`config.mk`:
```
export PLATFORM = sky130hd
export DESIGN_NAME = mem_wb_stage
export DESIGN_NICKNAME = d
export VERILOG_FILES = /design/src/rtl/rv32i_types.sv /design/src/rtl/mem_align.sv /design/src/rtl/mem_wb_stage.sv
export SDC_FILE = /design/constraint.sdc
export NUM_CORES = 1
export LEC_CHECK = 0
export CELL_PAD_IN_SITES_DETAIL_PLACEMENT = 1
export CELL_PAD_IN_SITES_GLOBAL_PLACEMENT = 2
export CORE_AREA = 2 2 475 477
export DETAILED_ROUTE_END_ITERATION = 7
export DIE_AREA = 0 0 477 479
export GPL_ROUTABILITY_DRIVEN = 0
export HOLD_SLACK_MARGIN = 0.15
export PLACE_DENSITY_LB_ADDON = 0.15
export SLEW_MARGIN = 20
export SYNTH_ARGS = -nofsm -noshare
export SYNTH_HDL_FRONTEND = slang
export SYNTH_SLANG_ARGS = --single-unit
```
`constraint.sdc`:
```
create_clock -name clk -period 2.9 [get_ports clk]
set_clock_uncertainty 0.15 [all_clocks]
set_input_delay 0.29 -clock clk [delete_from_list [all_inputs] [get_ports clk]]
set_output_delay 0.29 -clock clk [all_outputs]
set_load 0.1 [all_outputs]
```
`src/rtl/rv32i_types.sv`:
```
// rtl/rv32i_types.sv - shared RV32I pipeline types for the memory/writeback slice
package rv32i_types;

    localparam int XLEN = 32;

    typedef enum logic [6:0] {
        op_lui   = 7'b0110111,
        op_auipc = 7'b0010111,
        op_jal   = 7'b1101111,
        op_jalr  = 7'b1100111,
        op_br    = 7'b1100011,
        op_load  = 7'b0000011,
        op_store = 7'b0100011,
        op_imm   = 7'b0010011,
        op_reg   = 7'b0110011,
        op_csr   = 7'b1110011
    } rv32i_opcode;

    typedef enum logic [2:0] {
        lb  = 3'b000,
        lh  = 3'b001,
        lw  = 3'b010,
        lbu = 3'b100,
        lhu = 3'b101
    } load_funct3_t;

    typedef enum logic [2:0] {
        sb = 3'b000,
        sh = 3'b001,
        sw = 3'b010
    } store_funct3_t;

    typedef enum logic [3:0] {
        rf_alu_out  = 4'd0,
        rf_br_en    = 4'd1,
        rf_u_imm    = 4'd2,
        rf_lw       = 4'd3,
        rf_pc_plus4 = 4'd4,
        rf_lb       = 4'd5,
        rf_lbu      = 4'd6,
        rf_lh       = 4'd7,
        rf_lhu      = 4'd8
    } regfilemux_sel_t;

    typedef enum logic [1:0] {
        IDLE   = 2'd0,
        ACCESS = 2'd1,
        DONE   = 2'd2
    } mem_fsm_state_t;

    typedef struct packed {
        rv32i_opcode     opcode;
        logic [2:0]      funct3;
        regfilemux_sel_t regfilemux_sel;
        logic [4:0]      rd;
        logic [31:0]     pc;
    } rv32i_control_word;

    typedef struct packed {
        logic [31:0] i_imm;
        logic [31:0] s_imm;
        logic [31:0] b_imm;
        logic [31:0] u_imm;
        logic [31:0] j_imm;
    } packed_imm;

    typedef struct packed {
        logic        commit;
        logic [63:0] order;
        logic [31:0] inst;
        logic        trap;
        logic [4:0]  rs1_addr;
        logic [4:0]  rs2_addr;
        logic [31:0] rs1_rdata;
        logic [31:0] rs2_rdata;
        logic [4:0]  rd_addr;
        logic [31:0] rd_wdata;
        logic [31:0] pc_rdata;
        logic [31:0] pc_wdata;
        logic [31:0] mem_addr;
        logic [3:0]  mem_rmask;
        logic [3:0]  mem_wmask;
        logic [31:0] mem_rdata;
        logic [31:0] mem_wdata;
    } monitor_t;

    function automatic logic writes_rd(rv32i_opcode op);
        case (op)
            op_lui, op_auipc, op_jal, op_jalr, op_load, op_imm, op_reg: return 1'b1;
            default: return 1'b0;
        endcase
    endfunction

endpackage

```
`src/rtl/mem_align.sv`:
```
// rtl/mem_align.sv - byte-lane store shift/mask and load extract/extend, shared with the monitor checker
module mem_align
    import rv32i_types::*;
(
    input  logic [2:0]  funct3,
    input  logic [1:0]  offset,
    input  logic [31:0] store_data,
    input  logic [31:0] load_word,
    output logic [3:0]  byte_mask,
    output logic [31:0] store_shifted,
    output logic [31:0] load_value,
    output logic        misaligned
);

    logic [31:0] shifted_word;

    assign shifted_word = load_word >> {offset, 3'b000};

    // funct3[1:0] encodes the access size for both loads and stores
    always_comb begin
        byte_mask     = 4'b1111;
        store_shifted = store_data;
        misaligned    = 1'b0;
        case (funct3[1:0])
            2'b00: begin
                byte_mask     = 4'b0001 << offset;
                store_shifted = store_data << {offset, 3'b000};
            end
            2'b01: begin
                byte_mask     = 4'b0011 << {offset[1], 1'b0};
                store_shifted = store_data << {offset[1], 4'b0000};
                misaligned    = offset[0];
            end
            default: begin
                misaligned    = |offset;
            end
        endcase
    end

    always_comb begin
        case (load_funct3_t'(funct3))
            lb:      load_value = {{24{shifted_word[7]}}, shifted_word[7:0]};
            lbu:     load_value = {24'b0, shifted_word[7:0]};
            lh:      load_value = {{16{shifted_word[15]}}, shifted_word[15:0]};
            lhu:     load_value = {16'b0, shifted_word[15:0]};
            default: load_value = load_word;
        endcase
    end

endmodule

```
`src/rtl/mem_wb_stage.sv`:
```
// rtl/mem_wb_stage.sv - data-memory access FSM plus MEM/WB register; MISALIGN_TRAP_EN enables misaligned-access traps
module mem_wb_stage
    import rv32i_types::*;
(
    input  logic              clk,
    input  logic              rst,
    input  logic              load,
    input  logic              bubble,
    input  rv32i_control_word control_word_in,
    input  logic [31:0]       alu_in,
    input  logic [31:0]       mar_in,
    input  logic [31:0]       mem_wdata_in,
    input  logic              mem_read_in,
    input  logic              mem_write_in,
    input  logic              br_en_in,
    input  packed_imm         imm_in,
    input  monitor_t          monitor_in,
    input  logic              dmem_resp,
    input  logic [31:0]       dmem_rdata,
    output logic              dmem_read,
    output logic              dmem_write,
    output logic [31:0]       dmem_address,
    output logic [31:0]       dmem_wdata,
    output logic [3:0]        dmem_byte_enable,
    output logic              mem_stall,
    output logic              load_regfile,
    output logic [4:0]        rd_out,
    output logic [31:0]       regfile_wdata,
    output monitor_t          monitor_out
);

`ifdef MISALIGN_TRAP_EN
    localparam logic TRAP_EN = 1'b1;
`else
    localparam logic TRAP_EN = 1'b0;
`endif

    mem_fsm_state_t state, state_next;
    logic [31:0]    rdata_hold;
    logic [31:0]    load_word;
    logic [3:0]     byte_mask;
    logic [31:0]    store_shifted;
    logic [31:0]    load_value;
    logic           misaligned;
    logic           trap;
    logic           mem_req;
    logic [31:0]    wb_data;
    logic           wb_en;
    logic [4:0]     rd_q;
    monitor_t       mon_next;

    // A response on the same cycle as load bypasses rdata_hold
    assign load_word = (state == ACCESS) ? dmem_rdata : rdata_hold;

    mem_align u_align (
        .funct3        (control_word_in.funct3),
        .offset        (mar_in[1:0]),
        .store_data    (mem_wdata_in),
        .load_word     (load_word),
        .byte_mask     (byte_mask),
        .store_shifted (store_shifted),
        .load_value    (load_value),
        .misaligned    (misaligned)
    );

    assign trap    = TRAP_EN & (mem_read_in | mem_write_in) & misaligned;
    assign mem_req = (mem_read_in | mem_write_in) & ~trap;

    assign dmem_address     = {mar_in[31:2], 2'b00};
    assign dmem_wdata       = store_shifted;
    assign dmem_byte_enable = mem_write_in ? byte_mask : 4'b0000;

    always_ff @(posedge clk) begin
        if (rst) begin
            state <= IDLE;
        end else begin
            state <= state_next;
        end
    end

    // Strobes drop in the response cycle so strobe and stall span the same cycles
    always_comb begin
        state_next = state;
        dmem_read  = 1'b0;
        dmem_write = 1'b0;
        mem_stall  = 1'b0;
        case (state)
            IDLE: begin
                if (mem_req) begin
                    dmem_read  = mem_read_in;
                    dmem_write = mem_write_in;
                    mem_stall  = 1'b1;
                    state_next = ACCESS;
                end
            end
            ACCESS: begin
                if (dmem_resp) begin
                    state_next = load ? IDLE : DONE;
                end else begin
                    dmem_read  = mem_read_in;
                    dmem_write = mem_write_in;
                    mem_stall  = 1'b1;
                end
            end
            DONE: begin
                if (load) begin
                    state_next = IDLE;
                end
            end
            default: begin
                state_next = IDLE;
            end
        endcase
        if (rst) begin
            dmem_read  = 1'b0;
            dmem_write = 1'b0;
            mem_stall  = 1'b0;
        end
    end

    always_ff @(posedge clk) begin
        if (rst) begin
            rdata_hold <= 32'b0;
        end else if (state == ACCESS && dmem_resp) begin
            rdata_hold <= dmem_rdata;
        end
    end

    always_comb begin
        case (control_word_in.regfilemux_sel)
            rf_alu_out:  wb_data = alu_in;
            rf_br_en:    wb_data = {31'b0, br_en_in};
            rf_u_imm:    wb_data = imm_in.u_imm;
            rf_pc_plus4: wb_data = control_word_in.pc + 32'd4;
            rf_lw, rf_lb, rf_lbu, rf_lh, rf_lhu: wb_data = load_value;
            default:     wb_data = alu_in;
        endcase
    end

    assign wb_en = monitor_in.commit & (control_word_in.rd != 5'd0)
                 & writes_rd(control_word_in.opcode) & ~trap;

    always_comb begin
        mon_next           = monitor_in;
        mon_next.trap      = monitor_in.trap | trap;
        mon_next.mem_addr  = mar_in;
        mon_next.mem_rmask = (mem_req & mem_read_in)  ? byte_mask     : 4'b0;
        mon_next.mem_wmask = (mem_req & mem_write_in) ? byte_mask     : 4'b0;
        mon_next.mem_rdata = (mem_req & mem_read_in)  ? load_word     : 32'b0;
        mon_next.mem_wdata = (mem_req & mem_write_in) ? store_shifted : 32'b0;
        mon_next.rd_wdata  = (control_word_in.rd == 5'd0) ? 32'b0 : wb_data;
    end

    always_ff @(posedge clk) begin
        if (rst) begin
            rd_q          <= 5'd0;
            load_regfile  <= 1'b0;
            regfile_wdata <= 32'b0;
            monitor_out   <= '0;
        end else if (load && !mem_stall) begin
            if (bubble) begin
                rd_q                <= 5'd0;
                load_regfile        <= 1'b0;
                monitor_out.commit  <= 1'b0;
                monitor_out.rd_addr <= 5'd0;
            end else begin
                rd_q          <= control_word_in.rd;
                load_regfile  <= wb_en;
                regfile_wdata <= wb_data;
                monitor_out   <= mon_next;
            end
        end
    end

    assign rd_out = rd_q;

endmodule

```
==> impl_metrics.tcl <==
set metrics [dict create \
    crit_buf_inv 2 \
    final_nets 4588 \
    clkSlewWorstSetupHoldPaths_ps 60 \
    maxSlewViolCount 0 \
    period_share_pct 96.3 \
    postRouteAntennaNets 0 \
    insertion_delay_ps 670 \
    drt_wl_total_mm 154 \
    whs_ps 207 \
    cpLargestDelayFamily "compound AO/OA/AOI/OAI gates" \
    crit_required_ps 3310 \
    power.density_nw_per_um2 566 \
    io_pins 1210 \
    drv_cap 0 \
    synthAdderAreaFrac_pct 0.115 \
    final_common_cell "nand2_1" \
    worst_slack_ps 106 \
    clockBufferDepth 3 \
    die_w_um 477 \
    synthArstFlopShare_pct 0 \
    antenna_found_initial 22 \
    yosysWarnings 0 \
    first_iter_violations 1010 \
    crit_path_max_fanout 10 \
    min_period_ps 2790 \
    die_h_um 479 \
    initial_core_util_pct 8.75 \
    peakVddDrop_uv 372 \
    drive_above_1_share_pct 22.8 \
    max_freq_mhz 358 \
    cts_root_buffer "clkbuf_16" \
    wire_per_inst_um 22.3 \
    place_inst 6480 \
    dr.pass1.iters 4 \
    crit_type "register to register" \
    synth_mux_area_share_pct 3.12 \
    grt_pass1_vias 25600 \
    cts_tree "done" \
    vias 23800 \
    synth_top_area_cell "dfxtp_1" \
    syn_inst 2535 \
    ys_types 79 \
    synth_top_family_by_area "simple AND/OR/NAND/NOR gates" \
    rows 174 \
    core_region_area_um2 224000 \
    grt_pass1_wl_mm 212 \
    synth_edf_count 0 \
    leakage_nw 14.6 \
    place_ws_ps -285 \
    overflow 0 \
    p_total_mw 22.0 \
    cp_cell_sequence "nor2b_4, buf_12, mux4_2, o2bb2a_1, o21ai_1, buf_4, o211ai_1, a32o_1" \
    die_area_um2 228000 \
    min_path_type "primary input to register" \
    io_buffers 943 \
    cts.sinks 449 \
    dpl.hpwl_mm 122 \
    drc 0 \
    grt_max_degree 143 \
    routed_via_density 3.45 \
    setup_viol 0 \
    syn_area_um2 19600 \
    final_cell_mix "nand2_1 (752), buf_4 (652), clkdlybuf4s50_1 (455)" \
    ys_ff_latch 449 \
    hold_viol 0 \
    synth_xor_area_share_pct 0.537 \
    avgSynthCellArea_um2 7.72 \
    slew-limit-headroom_pct 23.8 \
    cts_max_level 3 \
    slowest_delay_ps 560 \
    grt_setup_unrepaired "no" \
    synth_ff_type "dfxtp_1" \
    fin_cells 6915 \
    ys_seq_area_share_pct 45.9 \
    crit_arrival_ps 3210 \
    endpoint_kind "register" \
    critPathLaunchType "register" \
    r2r_setup_slack_ps 110 \
    yosys.area_share.simple_pct 22.9 \
    status "finished clean" \
    synth_compound_area_share_pct 21.6 \
    numCtsBuffers 72 \
    yosys-top-cells-area "dfxtp_1 (46%), nand2_1 (14%), a21oi_1 (11%)" \
    worst_pin_slew_ps 1140 \
    track_usage_pct 13.1 \
    synth_top_cell_area_share_pct 45.9 \
    crit_slowest_cell "mux4_2" \
    area.growth.synth_to_final_pct 98.7 \
]
tightest hold or removal path, stage by stage:
cell	delay [ps]
clkdlybuf4s50_1	400
nand2_1	190
a21oi_1	90
report_power, final:
group | internal, mW | switching [mW] | total (mW)
Clock | 5.44 | 3.72 | 9.16
Sequential | 6.44 | 0.168 | 6.61
Combinational | 2.03 | 4.20 | 6.23
Total | 13.9 | 8.09 | 22.0
synth_stat cells (18+ instances only):
cell      number
and2_1        18
a21oi_1      412
inv_1         23
buf_4         34
a22oi_1       61
nor2_1        97
a31oi_1       18
nand3_1       48
o21ai_1       29
clkbuf_1     176
dfxtp_1      449
nand3b_1      35
nand2_1      752
o21ai_0       56
mux2i_1       43
timing repair:
action                                 in CTS  in global routing
setup buffers                               0                  0
cloned                                      0                  0
setup endpoints to repair                   2                  8
endpoints found under the hold margin     369                  0
resized for setup                           1                  2
hold buffers                              301                  0
per-layer routing:
metal / GRT usage [%] / wire length [µm] / up-vias
met5: 0 / 89 / -
met4: 3.59 / 4070 / 14
met3: 5.56 / 14000 / 159
met2: 20.3 / 67900 / 792
met1: 16.4 / 68100 / 11500
li1: - / - / 11400
kinds of logic after synthesis:
logic type / count (synthesis)
DFF: 449
xor gates and xnor gates: 12
and+or+nand+nor: 1047
other: 1
buffers and inverters: 257
adders and majority gates: 2
AOI/OAI and AO/OA: 716
muxes: 51
final timing paths:
check / start / end / cells past startpoint
hold / removal: monitor_in[371] / monitor_out[371] / 3
setup reg to reg: state[0] / monitor_out[174] / 8
hold reg to reg: monitor_out[339] / monitor_out[339] / 2
setup / recovery: state[0] / monitor_out[174] / 8
per-stage QoR:
step                      util [%]  instance area [µm²]  setup TNS, ps
after floorplan                  -                19700          -2780
after global placement        14.9                33400          -7510
after detailed placement      14.9                33400          -2250
after CTS                     17.4                38900              0
after global routing          17.4                38900              0
final                         17.4                38900              0
registers in the layout (all words and copies together) (netlist names):
register       count
monitor_out      377
rdata_hold        32
load_regfile       1
rd_out             5
regfile_wdata     32
state              2
area by class of cell:
type,count,area [µm²]
Clock buffer,106,2070
Fill cell,26300,185000
Clock inverter,20,368
Antenna cell,8,20.0
Timing Repair Buffer,1486,14000
Sequential cell,449,8990
Multi-Input combinational cell,1830,9640
Tap cell,2992,3740
Inverter,24,90.1
Power figures use the tool's default switching activity.
